===== config.mk =====
export PLATFORM = sky130hd
export DESIGN_NAME = spi_regfile_sink
export DESIGN_NICKNAME = d
export VERILOG_FILES = /design/src/rtl/spi_regfile_sink.sv
export SDC_FILE = /design/constraint.sdc
export NUM_CORES = 1
export LEC_CHECK = 0
export CORE_AREA = 2 2 183 149
export DETAILED_ROUTE_END_ITERATION = 10
export DIE_AREA = 0 0 185 151
export PLACE_DENSITY = 0.83
export SLEW_MARGIN = 20
export SYNTH_ARGS = -nofsm -noshare
export SYNTH_HDL_FRONTEND = slang
export SYNTH_SLANG_ARGS = --single-unit

===== constraint.sdc =====
create_clock -name clk -period 2.8 [get_ports clk]
set_clock_uncertainty 0.15 [all_clocks]
set_input_delay 0.28 -clock clk [delete_from_list [all_inputs] [get_ports clk]]
set_output_delay 0.28 -clock clk [all_outputs]
set_load 0.03 [all_outputs]

===== src/rtl/spi_regfile_sink.sv =====
// MCP23S17-style SPI target: oversampled mode-0 SPI on clk, parametrised byte register file,
// sequential access with wrap, device-address matching and a fabric-side load port.
module spi_regfile_sink #(
   parameter int unsigned NUM_REGS = 22,
   parameter logic [2:0]  DEV_ADDR = 3'b000,
   parameter logic [3:0]  OPC_BASE = 4'b0100,
   parameter bit          SEQ_EN   = 1'b1,
   parameter logic [7:0]  RST_VAL  = 8'h00
) (
   input  logic                  clk,
   input  logic                  rst,
   input  logic                  sclk_i,
   input  logic                  csn_i,
   input  logic                  mosi_i,
   output logic                  miso_o,
   output logic                  miso_oe_o,
   output logic [8*NUM_REGS-1:0] reg_q,
   output logic                  wr_stb_o,
   output logic [7:0]            wr_addr_o,
   output logic [7:0]            wr_data_o,
   input  logic                  ld_en_i,
   input  logic [7:0]            ld_addr_i,
   input  logic [7:0]            ld_data_i
);

   localparam logic [8:0] NREGS9   = 9'(NUM_REGS);
   localparam logic [7:0] LAST_PTR = 8'(NUM_REGS - 1);

   typedef enum logic [2:0] {
      IDLE,
      OPCODE,
      ADDR,
      WDATA,
      RDATA,
      IGNORE
   } state_t;

   function automatic logic in_range(input logic [7:0] p);
      return ({1'b0, p} < NREGS9);
   endfunction

   function automatic logic [7:0] next_ptr(input logic [7:0] p);
      if (!SEQ_EN)
         return p;
      else if (p == LAST_PTR)
         return 8'h00;
      else
         return p + 8'h01;
   endfunction

   // Stage 0/1: two-flop synchronizers; stage 2 holds the previous synchronized level
   logic [2:0] sclk_sync_q;
   logic [2:0] csn_sync_q;
   logic [1:0] mosi_sync_q;

   always_ff @(posedge clk) begin
      sclk_sync_q <= {sclk_sync_q[1:0], sclk_i};
      csn_sync_q  <= {csn_sync_q[1:0], csn_i};
      mosi_sync_q <= {mosi_sync_q[0], mosi_i};
   end

   logic sclk_rise, sclk_fall, csn_s, csn_fall, mosi_s;
   assign sclk_rise = sclk_sync_q[1] & ~sclk_sync_q[2];
   assign sclk_fall = ~sclk_sync_q[1] & sclk_sync_q[2];
   assign csn_s     = csn_sync_q[1];
   assign csn_fall  = ~csn_sync_q[1] & csn_sync_q[2];
   assign mosi_s    = mosi_sync_q[1];

   // Stage 3: frame FSM, shifters and register file
   state_t                state_q, state_d;
   logic [2:0]            bitcnt_q, bitcnt_d;
   logic [6:0]            shift_q, shift_d;
   logic                  rd_q, rd_d;
   logic [7:0]            ptr_q, ptr_d;
   logic [6:0]            tx_q, tx_d;
   logic                  miso_q, miso_d;
   logic                  oe_q, oe_d;
   logic                  wr_stb_q;
   logic [7:0]            wr_addr_q, wr_data_q;
   logic [8*NUM_REGS-1:0] regfile_q;

   logic [7:0] rx_byte;
   logic [7:0] rd_data;
   logic       commit;
   logic       ld_ok;

   assign rx_byte = {shift_q, mosi_s};
   assign ld_ok   = ld_en_i & in_range(ld_addr_i);

   // Out-of-range pointers read back as zero because no register matches them.
   always_comb begin
      rd_data = 8'h00;
      for (int k = 0; k < NUM_REGS; k++) begin
         if (ptr_q == 8'(k))
            rd_data = regfile_q[8*k +: 8];
      end
   end

   always_comb begin
      state_d  = state_q;
      bitcnt_d = bitcnt_q;
      shift_d  = shift_q;
      rd_d     = rd_q;
      ptr_d    = ptr_q;
      tx_d     = tx_q;
      miso_d   = miso_q;
      oe_d     = oe_q;
      commit   = 1'b0;

      if (csn_s) begin
         state_d  = IDLE;
         bitcnt_d = 3'd7;
         miso_d   = 1'b0;
         oe_d     = 1'b0;
      end else if (state_q == IDLE) begin
         if (csn_fall) begin
            state_d  = OPCODE;
            bitcnt_d = 3'd7;
         end
      end else begin
         if (sclk_rise) begin
            shift_d  = rx_byte[6:0];
            bitcnt_d = bitcnt_q - 3'd1;
            if (bitcnt_q == 3'd0) begin
               case (state_q)
                  OPCODE: begin
                     rd_d = rx_byte[0];
                     if (rx_byte[7:4] == OPC_BASE && rx_byte[3:1] == DEV_ADDR)
                        state_d = ADDR;
                     else
                        state_d = IGNORE;
                  end
                  ADDR: begin
                     ptr_d   = rx_byte;
                     state_d = rd_q ? RDATA : WDATA;
                  end
                  WDATA: begin
                     commit = in_range(ptr_q);
                     ptr_d  = next_ptr(ptr_q);
                  end
                  RDATA: ptr_d = next_ptr(ptr_q);
                  default: ;
               endcase
            end
         end
         // A falling event with the counter back at 7 marks a byte boundary.
         if (sclk_fall && state_q == RDATA) begin
            if (bitcnt_q == 3'd7) begin
               miso_d = rd_data[7];
               tx_d   = rd_data[6:0];
               oe_d   = 1'b1;
            end else begin
               miso_d = tx_q[6];
               tx_d   = {tx_q[5:0], 1'b0};
            end
         end
      end
   end

   always_ff @(posedge clk) begin
      shift_q <= shift_d;
      rd_q    <= rd_d;
      ptr_q   <= ptr_d;
      tx_q    <= tx_d;
      if (rst) begin
         state_q   <= IDLE;
         bitcnt_q  <= 3'd7;
         miso_q    <= 1'b0;
         oe_q      <= 1'b0;
         wr_stb_q  <= 1'b0;
         wr_addr_q <= 8'h00;
         wr_data_q <= 8'h00;
         regfile_q <= {NUM_REGS{RST_VAL}};
      end else begin
         state_q  <= state_d;
         bitcnt_q <= bitcnt_d;
         miso_q   <= miso_d;
         oe_q     <= oe_d;
         wr_stb_q <= commit;
         if (commit) begin
            wr_addr_q <= ptr_q;
            wr_data_q <= rx_byte;
         end
         // SPI commit takes priority over a fabric load to the same register.
         for (int k = 0; k < NUM_REGS; k++) begin
            if (commit && ptr_q == 8'(k))
               regfile_q[8*k +: 8] <= rx_byte;
            else if (ld_ok && ld_addr_i == 8'(k))
               regfile_q[8*k +: 8] <= ld_data_i;
         end
      end
   end

   assign miso_o    = miso_q;
   assign miso_oe_o = oe_q;
   assign reg_q     = regfile_q;
   assign wr_stb_o  = wr_stb_q;
   assign wr_addr_o = wr_addr_q;
   assign wr_data_o = wr_data_q;

endmodule


== After elaboration in Yosys (flattened, before gate mapping) ==
Index checks and enable logic that the tools add are counted.
Word-level totals
  register bits after elaboration: 232
  output and inout port bits: 195
Operators by class
  add/subtract/negate cells: 2
  order comparisons: 2
  eq/ne operators: 49
  mux-type cells: 85
  bitwise operators: 8
  reduce and logical (&&, ||, !) cells: 87
Operators with widths (number)
  8-bit two-way mux: 67
  8-bit by 4-bit equality test with 1-bit output (second input constant): 16
  8-bit by 5-bit equality test with 1-bit output (second input constant): 12
  8-bit by 3-bit equality test with 1-bit output (second input constant): 8
  2-bit nonzero test: 25
  1-bit logical AND: 46
  8-bit by 2-bit equality test with 1-bit output (second input constant): 4
  3-bit two-way mux: 9
  8-bit by 1-bit equality test with 1-bit output (second input constant): 2
  8-bit logical NOT: 2
  8-bit by 5-bit < comparator with 1-bit output (second input constant): 2
  8-bit one-hot mux with 2 select lines: 1
  5-bit AND reduction: 2
  3-bit logical NOT: 3
  3-bit AND reduction: 3
  8-bit by 1-bit adder with 8-bit output (second input constant): 1
  7-bit two-way mux: 1
  3-bit by 2-bit equality test with 1-bit output (second input constant): 2
  3-bit equality test (second input constant): 2
  1-bit two-way mux: 6
  3-bit one-hot mux with 2 select lines: 1
  1-bit bitwise AND: 4
  4-bit by 3-bit equality test with 1-bit output (second input constant): 1
  1-bit NOT: 4
  7 further kinds: 9

== Depth between registers and ports, before layout ==
Gate-level depths: netlist of the first run.
  depth after elaboration: 24
  gate-level depth with buffers: 11

== Worst setup path after synthesis of the first run ==
No wires, ideal clock.
  path type: register -> register
  start point: register state_q[0]
  end point: register ptr_q[0] (enable)
  arrival time: 2.229 ns
  data required time: 2.265 ns
  path slack: 0.036 ns
  stages on the path, launching flop included: 6
  path buffers: 1
  clock period less this slack: 2.764 ns
  cells stage by stage: dfxtp_1 -> clkbuf_1 -> nor3_1 -> nor3_1 -> o21ai_0 -> nor3b_1
Between the ends
  word-level cells in the longest chain between the ends: 4
RTL lines
  start: declaration: line 70  | state_t state_q, state_d;
  start signal: assignment: line 175  | state_q <= state_d;
  3-bit equality test or 3-bit by 2-bit equality test with 1-bit output (tied branches): line 125  | case (state_q)
  2-bit OR reduction (no source line)
  2-bit nonzero test (no source line)
  5-bit AND reduction (no source line) (*)
  end signal: assignment: line 163  | ptr_q <= ptr_d;
  end: declaration: line 74  | logic [7:0] ptr_q, ptr_d;
Every way passes the cells marked *; elsewhere a longest branch is shown, timed or not.
A chain may end at the register's enable or synchronous reset.

== Worst setup path after layout of the first run ==
  start point: register ptr_q[1]
  end point: register tx_q[0], data pin
Between the ends
  word-level cells in the longest chain between the ends: 23
RTL lines
  8-bit logical NOT: line 94  | if (ptr_q == 8'(k))
  8-bit two-way mux (21 in a row): line 94
  8-bit two-way mux (*): line 94
  end signal: assignment: line 164  | tx_q <= tx_d;
  end: declaration: line 75  | logic [6:0] tx_q, tx_d;
Marks and branches as above.

==> key figures, run 1 <==
Pwr
  • Worst vdd ir: 0.417 mV
  • PwrDens: 416 nW/um^2
  • Leak: 6.02 nW
  • Tot Pwr: 6.82 mW

Cells and area
  • N_diodes: 0
  • Area growth, synth to finish: 32.4%
  • Nets: 1754
  • Fin util: 0.631
  • Share of cells above drive strength 1: 0.115
  • Post-Layout Inst Area: 16400 sq um

CTS
  • Clk Latency, worst-skew pair: 0.54 ns
  • Max Buffers Root-to-Sink: 3
  • Total CTS buffers: 25
  • TritonCTS sink count: 232
  • Clock Pin Slew Worst Setup and Hold Paths: 0.07 ns
  • H-tree depth: 1
  • CTS tree: yes
  • Root Buffer: clkbuf_16

Global routing
  • Initial antenna violation count: 0
  • First-pass GRT wire length: 76.6 mm
  • Number of global-route vias before repair: 12400
  • Gr ovfl total: 0
  • GRT Total Usage: 0.360
  • Largest net degree at the start of global routing: 100

Worst setup path
  • Crit. End Element: register
  • FF-to-FF setup slack: 0.06 ns
  • Critical path buffers and inverters: 2
  • Arrival time at the worst endpoint: 2.96 ns
  • Worst setup path category: reg -> reg
  • WP data required: 3.03 ns
  • Delay-heaviest family, CP: compound AO/OA/AOI/OAI gates
  • CP cell instances: inv_1 -> ha_2 -> buf_4 -> nand2_1 -> o211a_1 -> nor4_1 -> o211ai_1 -> nand4_1 -> a21oi_1 -> o21ai_0
  • Slowest library cell on the worst path: edfxtp_1
  • Crit Path Max Fanout: 5
  • Crit path launch type: register
  • Largest stage delay on the critical path: 0.48 ns

Yosys
  • Post-synth EDFFs: 23
  • Syn Area/Cell: 8.30 sq um
  • Post-synthesis async set-or-reset flop share: 0
  • Post-Syn Area: 12400 sq um
  • YS warnings: 0
  • Sequential area share after synthesis: 0.393
  • Post-Syn Instances: 1494
  • Netlist cell types: 73
  • Number of synthesized register bits: 232
  • Syn_nets: 1523
  • Post-synth top flop: dfxtp_1

Die
  • Starting Density: 0.477
  • Die height: 151 microns
  • Ports: 217
  • Die ar.: 27900 sq um
  • Num rows: 53
  • Chip Width: 185 microns
  • Core footprint: 26000 sq um

STA
  • Setup ws final: 0.0647 ns
  • Max Fclk: 366 MHz
  • Worst rel slew slack: 0.546
  • Minimum clock period: 2.74 ns
  • Max Slew Vio Count: 0
  • Slew at the pin closest to its max-slew limit: 0.679 ns
  • Hold Fails Final Rpt: 0
  • Final setup violation count: 0
  • Fin crit share: 0.977

Placement
  • I/O Buffers: 216
  • DP Worst Slack: -0.0431 ns
  • Placed cell area: 15500 sq um
  • Dpl hpwl: 36.0 mm
  • Final Wtd Congestion: 1.06

Outcome
  • Status: finished clean

Detailed routing
  • WL per Instance: 24.7 microns
  • Initial DRC count: 1983
  • Routed wire length: 52.0 mm
  • Pre-Repair DR Iteration Count: 6
  • DR vias/cell: 6.46
  • Via count: 13600
  • ANT nets after route: 0
  • DRC Markers: 0

Min path
  • Worst min path class: in -> reg

Flow run
  • Max_cap viols: 0
-- cell usage in the layout (no fill, tap or decap), drive strengths merged, types with 14 or more instances in the layout --
cell	synthesis	final
nand2	141	141
mux2i	149	149
buf	33	129
nand3	67	67
nor3	22	22
inv	11	14
clkbuf	109	36
o21ai	55	55
dfxtp	209	209
a21oi	49	49
a211oi	147	147
nor2	250	250
a311oi	43	43
edfxtp	23	23
clkdlybuf4s50	0	215
-- per-stage QoR --
step,TNS (ns),hold slack [ns],std cells
after floorplan,0,0.158,1494
after global placement,-0.000213,0.161,2050
after detailed placement,-0.0431,0.163,2050
after CTS,0,0.0362,2096
after global routing,-0.00311,0.0320,2100
final,0,0.0447,2100
-- cells by family after synthesis --
family / share of synthesized area
simple gates: 0.203
fa+ha+maj: 0.00707
flops: 0.393
compound gates: 0.221
buf+inv: 0.0502
mux: 0.120
xor+xnor: 0.00495
-- flip-flops by register name, indices dropped and copies added, names as in the netlist --
register and flops:
wr_addr_o 8, state_q 3, wr_data_o 8, ptr_q 8
bitcnt_q 3, shift_q 7, reg_q 176, wr_stb_o 1
tx_q 7, csn_sync_q 3, rd_q 1, miso_oe_o 1
mosi_sync_q 2, sclk_sync_q 3, miso_o 1
-- Yosys cell counts, types with 4 or more instances --
library cell,n,area (sq um)
nor2_1,247,927
dfxtp_1,209,4180
mux2i_1,149,1490
a211oi_1,146,1100
nand2_1,140,526
clkbuf_1,109,409
nand3_1,67,335
o21ai_0,52,260
a21oi_1,49,245
a311oi_1,43,377
edfxtp_1,23,691
nor3_1,18,90.1
buf_1,16,60.1
buf_2,11,55.1
inv_1,11,41.3
nand4_1,11,68.8
nand2b_1,10,62.6
o211ai_1,10,75.1
o31ai_1,10,75.1
nand3b_1,9,67.6
nor2b_1,9,56.3
a221oi_1,8,70.1
and3_1,8,50.1
a22oi_1,7,52.6
ha_1,7,87.6
nor3b_1,7,52.6
o22ai_1,7,43.8
a31oi_1,5,31.3
and2_1,5,31.3
o21a_1,5,37.5
o221ai_1,5,43.8
o32ai_1,5,43.8
a221o_1,4,40.0
buf_4,4,30.0
xor2_1,4,35.0
-- power breakdown --
group	total (mW)	switching, mW	internal [mW]
combinational	0.274	0.197	0.0763
sequential	3.37	0.0106	3.36
clock	3.18	1.41	1.77
-- per-layer routing --
metal	up-vias	wire [microns]	global-route usage
met4	0	1750	0.106
li1	5974	-	-
met2	1043	22200	0.548
met3	149	6550	0.0599
met5	-	0	0
met1	6405	21500	0.523
-- area by class of cell --
| class | count | area, sq um |
|---|---|---|
| clock buffers | 35 | 673 |
| repair buffers | 346 | 3290 |
| well taps | 357 | 447 |
| multi-input cells | 1108 | 6990 |
| flip-flops and latches | 232 | 4870 |
| fillers | 2174 | 9590 |
| inverters | 12 | 45.0 |
| clock inverters | 10 | 81.3 |
-- final timing paths --
path	depth (start not counted)	start	endpoint
max	10	ptr_q[1]	tx_q[0]
min	1	csn_i	csn_sync_q[0]
max reg2reg	10	ptr_q[1]	tx_q[0]
min reg2reg	0	mosi_sync_q[0]	mosi_sync_q[1]
-- what timing repair did --
action	in CTS	in global routing
hold buffers	1	0
buffers inserted	0	3
hold endpoints to repair	1	0
gates cloned	0	1
resized for setup	2	20
endpoints found under the setup margin	2	18
No activity file was read; power rests on OpenSTA's default activity.
==> inputs of run 2 (changes only) <==
--- a/config.mk
+++ b/config.mk
@@ -8,7 +8,10 @@
 export CORE_AREA = 2 2 183 149
 export DETAILED_ROUTE_END_ITERATION = 10
 export DIE_AREA = 0 0 185 151
+export MAX_ROUTING_LAYER = met4
 export PLACE_DENSITY = 0.83
+export SETUP_SLACK_MARGIN = 0.5
+export SKIP_LAST_GASP = 1
 export SLEW_MARGIN = 20
 export SYNTH_ARGS = -nofsm -noshare
 export SYNTH_HDL_FRONTEND = slang
==> run 2 against run 1 <==
Compared with the run above:
- total power increased by 6.8%
- critical path depth is 2 lower
- utilization increased by 13 points
- combinational power up 7.7%
- largest power group is now the clock network
- maximum frequency decreased by 1.7%
- routed wire length up 18%
- clock-buffer cell count fell by 2
- setup slack got worse by 0.046 ns
- via count increased by 11%
- worst hold slack worse by 0.0094 ns
- die area unchanged
- final cell count up 3.2%
==> key figures, run 2 (synthesized netlist as in run 1, its figures left out) <==
Worst setup path
  • Delay-heaviest family, CP: simple AND/OR/NAND/NOR gates
  • Worst Reg2Reg Path Length in Cells: 8
  • Slowest library cell on the worst path: edfxtp_1
  • Critical R2R Launch: ptr_q[4]
  • Worst setup path category: reg -> reg
  • Critical path buffers and inverters: 3
  • Crit Reg-Reg Endpoint: tx_q[4]
  • Most used cell, CP: buf_6
  • CP cell instances: buf_6 -> buf_6 -> nor4b_4 -> buf_4 -> and3_1 -> nor2_1 -> o21ai_0 -> a2111oi_1
  • FF-to-FF setup slack: 0.02 ns
  • Crit Path Max Fanout: 7
  • Crit. End Element: register
  • Levels on crit path: 8
  • Arrival time at the worst endpoint: 2.95 ns
  • WP data required: 2.97 ns
  • Largest stage delay on the critical path: 0.46 ns
  • Crit path launch type: register

Cells and area
  • Share of cells above drive strength 1: 0.351
  • Area growth, synth to finish: 60.1%
  • N_diodes: 0
  • FILL cells: 1698
  • Multi-input combinational cell area: 9500 sq um
  • Max reg flops: 176
  • Nets: 1822
  • Most frequent cells in the layout: clkdlybuf4s50_1 (215), dfxtp_1 (208), mux2i_1 (149)
  • Most common cell after layout, fill and taps aside: clkdlybuf4s50_1
  • Register area: 4880 sq um
  • Post-route insts no fill: 2167

Detailed routing
  • Initial DRC count: 2134
  • Routed wire length: 61.3 mm
  • Pre-Repair DR Iteration Count: 7
  • ANT nets after route: 0
  • WL per Instance: 28.3 microns
  • DR vias/cell: 6.93
  • Via count: 15000
  • DRC Markers: 0

Outcome
  • Status: finished clean

Global routing
  • First-pass GRT wire length: 82.5 mm
  • GRT Total Usage: 0.399
  • Initial antenna violation count: 0
  • Largest net degree at the start of global routing: 97
  • Gr ovfl total: 0
  • Number of global-route vias before repair: 13500

Pwr
  • PwrDens: 367 nW/um^2
  • Tot Pwr: 7.29 mW
  • Leak: 6.77 nW
  • Worst vdd ir: 0.450 mV

Min path
  • Worst min path class: in -> reg
  • Hold Path Origin: sclk_i
  • Hold depth: 1
  • Endpoint of the worst hold path: sclk_sync_q[0]

CTS
  • Clk Latency, worst-skew pair: 0.55 ns
  • H-tree depth: 1
  • Max Buffers Root-to-Sink: 3
  • Total CTS buffers: 24
  • Root Buffer: clkbuf_16
  • CTS tree: yes
  • Clock Pin Slew Worst Setup and Hold Paths: 0.07 ns
  • Hold_buf cts: 0
  • TritonCTS sink count: 232

STA
  • RSZ-0062 raised after global routing: true
  • Slew at the pin closest to its max-slew limit: 1.49 ns
  • Hold Fails Final Rpt: 0
  • Minimum clock period: 2.78 ns
  • Worst rel slew slack: 0.00531
  • Final setup violation count: 0
  • Max Slew Vio Count: 0
  • Fin crit share: 0.993
  • Final hold slack: 0.0353 ns
  • Max Fclk: 360 MHz

Die
  • Starting Density: 0.477
  • Core footprint: 26000 sq um
  • Chip Width: 185 microns
  • Die ar.: 27900 sq um
  • Ports: 217
  • Num rows: 53
  • Die height: 151 microns

Placement
  • I/O Buffers: 216
  • Final Wtd Congestion: 1.00
  • Dpl hpwl: 35.8 mm
  • Placed cells: 2043

Flow run
  • Max_cap viols: 0
==> run 2: cell count changes in the layout (fill, tap and decap cells not counted), moves of 15 or more <==
cell and change:
buf_4 +15, buf_6 +20, nor2_4 +128, nor2_2 +32
a211oi_1 -110, nand2_1 -18, nand2_8 +24, a211oi_2 +108
nor2_1 -160, a311oi_2 +29, a311oi_1 -29
==> run 2: routing by layer <==
metal  vias to the layer above  routed length (microns)  track usage
met2                      1425                    25900        0.582
met4                         0                     3790        0.147
met5                         -                        0            -
met1                      7099                    23000        0.548
li1                       6124                        -            -
met3                       373                     8520       0.0801
==> run 2: worst reg2reg max path: cells and delay by family (launching register included) <==
kind            cells  cell delay, ns
buf+inv             3            0.45
simple gates        3            0.83
flops               1            0.46
compound gates      2            0.68
==> run 2: stage by stage <==
step | setup WS, ns | cell area, sq um | TNS, ns | util
after global placement | -0.0691 | 15400 | -0.0691 | 0.594
after global routing | -0.0106 | 19800 | -0.0106 | 0.764
after detailed placement | -0.0758 | 15400 | -0.174 | 0.594
after floorplan | 0.246 | 12500 | 0 | -
final | 0.0186 | 19800 | 0 | 0.764
after CTS | 0.143 | 17900 | 0 | 0.690
==> run 2: how the worst max path moves through the flow <==
stage | startpoint | endpoint
floorplan | ptr_q[4] | tx_q[1]
global placement | ptr_q[4] | tx_q[6]
detailed placement | ptr_q[4] | tx_q[6]
CTS | ptr_q[4] | tx_q[6]
global route | ptr_q[4] | tx_q[2]
finish | ptr_q[4] | tx_q[4]
==> run 2: timing repair <==
action,in CTS,in global routing
endpoints found under the setup margin,198,203
buffers inserted,35,27
pin swaps,20,26
gates resized for setup,302,344
gates cloned,8,11
==> run 2: report_power, final <==
| part | internal, mW | total [mW] | switching [mW] |
|---|---|---|---|
| combinational | 0.0760 | 0.295 | 0.219 |
| sequential | 3.36 | 3.39 | 0.0282 |
| clock | 2.15 | 3.61 | 1.45 |
| total | 5.59 | 7.29 | 1.70 |
==> run 2: final cells by class <==
class	count	area share
tap	357	0.0225
multi-input combinational	1118	0.479
sequential	232	0.246
clock inverter	10	0.00675
timing repair buffer	405	0.206
clock buffer	33	0.0378
inverter	12	0.00252
==> inputs of run 3 (changes only) <==
--- a/config.mk
+++ b/config.mk
@@ -5,11 +5,12 @@
 export SDC_FILE = /design/constraint.sdc
 export NUM_CORES = 1
 export LEC_CHECK = 0
-export CORE_AREA = 2 2 183 149
+export CORE_AREA = 2 2 207 127
+export CTS_BUF_LIST = sky130_fd_sc_hd__clkbuf_4 sky130_fd_sc_hd__clkbuf_8
 export DETAILED_ROUTE_END_ITERATION = 10
-export DIE_AREA = 0 0 185 151
+export DIE_AREA = 0 0 209 129
 export MAX_ROUTING_LAYER = met4
-export PLACE_DENSITY = 0.83
+export PLACE_DENSITY = 0.86
 export SETUP_SLACK_MARGIN = 0.5
 export SKIP_LAST_GASP = 1
 export SLEW_MARGIN = 20
==> run 3 against run 2 <==
Compared with the run above:
- the flow now finishes with violations (setup timing)
- global-route usage increased by 1.8 points
- worst hold slack improved by 0.14 ns
- final cell count decreased by 0.51%
- sequential share of layout area increased by 0.46 points
- utilization increased by 1.4 points
- routed wire length increased by 3.2%
- clock power decreased by 12%
- critical endpoint is now tx_q[1]
- largest power group is now registers
==> key figures, run 3 (synthesized netlist as in run 1, its figures left out) <==
Outcome
  • Status: finished, violations left
  • Failing checks: setup timing

Detailed routing
  • ANT nets after route: 0
  • Via count: 15300
  • Routed wire length: 63.2 mm
  • WL per Instance: 29.3 microns
  • DR vias/cell: 7.09
  • Pre-Repair DR Iteration Count: 6
  • Initial DRC count: 2356
  • DRC Markers: 0

Worst setup path
  • CP Launch Point: ptr_q[7]
  • Critical R2R Launch: ptr_q[7]
  • Most used cell, CP: buf_4
  • Crit Path Max Fanout: 7
  • Critical path destination: tx_q[1]
  • WP data required: 3.10 ns
  • FF-to-FF setup slack: -0.11 ns
  • Worst setup path category: reg -> reg
  • Crit Reg-Reg Endpoint: tx_q[1]
  • Slowest library cell on the worst path: edfxtp_1
  • Largest stage delay on the critical path: 0.42 ns
  • Worst Reg2Reg Path Length in Cells: 11
  • Crit path launch type: register
  • Arrival time at the worst endpoint: 3.22 ns
  • Crit. End Element: register
  • CP cell instances: buf_4 -> nor4_4 -> buf_4 -> buf_4 -> buf_4 -> nand4_1 -> o221ai_1 -> nor3_2 -> o211ai_1 -> o211ai_1 -> nand3_1

Pwr
  • Worst vdd ir: 0.393 mV
  • PwrDens: 351 nW/um^2
  • Tot Pwr: 6.85 mW
  • Leak: 6.66 nW

Global routing
  • Number of global-route vias before repair: 13200
  • Largest net degree at the start of global routing: 100
  • GRT Total Usage: 0.418
  • First-pass GRT wire length: 82.7 mm
  • Initial antenna violation count: 1
  • Gr ovfl total: 0

STA
  • RSZ-0062 raised after global routing: true
  • Setup ws final: -0.112 ns
  • Max Fclk: 343 MHz
  • Worst rel slew slack: 0.455
  • Hold Fails Final Rpt: 0
  • Max Slew Vio Count: 0
  • Slew at the pin closest to its max-slew limit: 0.818 ns
  • Final setup violation count: 2
  • Fin crit share: 1.04
  • Final hold slack: 0.177 ns
  • Minimum clock period: 2.91 ns

CTS
  • Root Buffer: clkbuf_8
  • Total CTS buffers: 36
  • Clock Pin Slew Worst Setup and Hold Paths: 0.07 ns
  • Clk Latency, worst-skew pair: 0.60 ns
  • H-tree depth: 2
  • Max Buffers Root-to-Sink: 3
  • TritonCTS sink count: 232
  • CTS tree: yes

Die
  • Core footprint: 25100 sq um
  • Die height: 129 microns
  • Chip Width: 209 microns
  • Num rows: 45
  • Starting Density: 0.495
  • Die ar.: 27000 sq um
  • Ports: 217

Cells and area
  • Max reg flops: 176
  • Area growth, synth to finish: 57.3%
  • Fin util: 0.778
  • Most frequent cells in the layout: clkdlybuf4s50_1 (215), dfxtp_1 (207), mux2i_1 (149)
  • Nets: 1829
  • Most common cell after layout, fill and taps aside: clkdlybuf4s50_1
  • Share of cells above drive strength 1: 0.341
  • Post-Layout Inst Area: 19500 sq um

Placement
  • DP Worst Slack: -0.248 ns
  • Final Wtd Congestion: 1.05
  • I/O Buffers: 216
  • Dpl hpwl: 37.5 mm
  • Placed cell area: 15500 sq um

Min path
  • Worst min path class: reg -> reg
  • Hold depth: 0

Flow run
  • Max_cap viols: 0
## run 3: through the flow
stage / setup TNS, ns / instances
floorplan: 0 / 1494
global placement: -0.841 / 2019
detailed placement: -0.756 / 2019
CTS: 0 / 2124
global route: -0.317 / 2156
finish: -0.186 / 2156
## run 3: worst min-delay path by stage
stage / from / to / slack (ns)
2_1_floorplan: csn_i / csn_sync_q[0] / 0.16
3_3_place_gp: csn_sync_q[0] / csn_sync_q[1] / 0.16
3_5_place_dp: sclk_sync_q[0] / sclk_sync_q[1] / 0.16
4_1_cts: sclk_sync_q[0] / sclk_sync_q[1] / 0.18
5_1_grt: mosi_sync_q[0] / mosi_sync_q[1] / 0.18
6_report: sclk_sync_q[0] / sclk_sync_q[1] / 0.18
## run 3: critical path: cells and delay by family (launching register included)
kind / cells / cell delay (ns)
AOI/OAI and AO/OA: 3 / 0.83
DFF: 1 / 0.42
buffers and inverters: 4 / 0.72
and+or+nand+nor: 4 / 0.64
## run 3: area by class of cell
cell class	instances	area, sq um
multi-input cells	1121	9430
inverters	12	46.3
fillers	1517	5560
clock buffers	57	697
repair buffers	397	3970
diodes	1	2.50
well taps	329	412
flip-flops and latches	232	4880
clock inverters	7	62.6
## run 3: what timing repair did
| item | 4_1_cts | 5_1_grt |
|---|---|---|
| resized for setup | 217 | 383 |
| hold endpoints to repair | 18 | 0 |
| setup buffers | 27 | 20 |
| pin swaps | 18 | 30 |
| setup endpoints to repair | 198 | 208 |
| hold buffers | 4 | 0 |
| cloned | 10 | 11 |
## run 3: where the power goes
group	leakage, nW	internal, mW	switching (mW)
Combinational	4.37	0.0830	0.240
Sequential	1.89	3.36	0.0121
Clock	0.397	1.67	1.48
Total	6.66	5.11	1.73
## run 3: per-layer routing
layer	up-vias	global-route usage	share of wire
li1	6152	-	-
met4	0	0.129	0.050
met2	1500	0.573	0.41
met3	360	0.113	0.16
met5	-	-	0
met1	7268	0.592	0.38
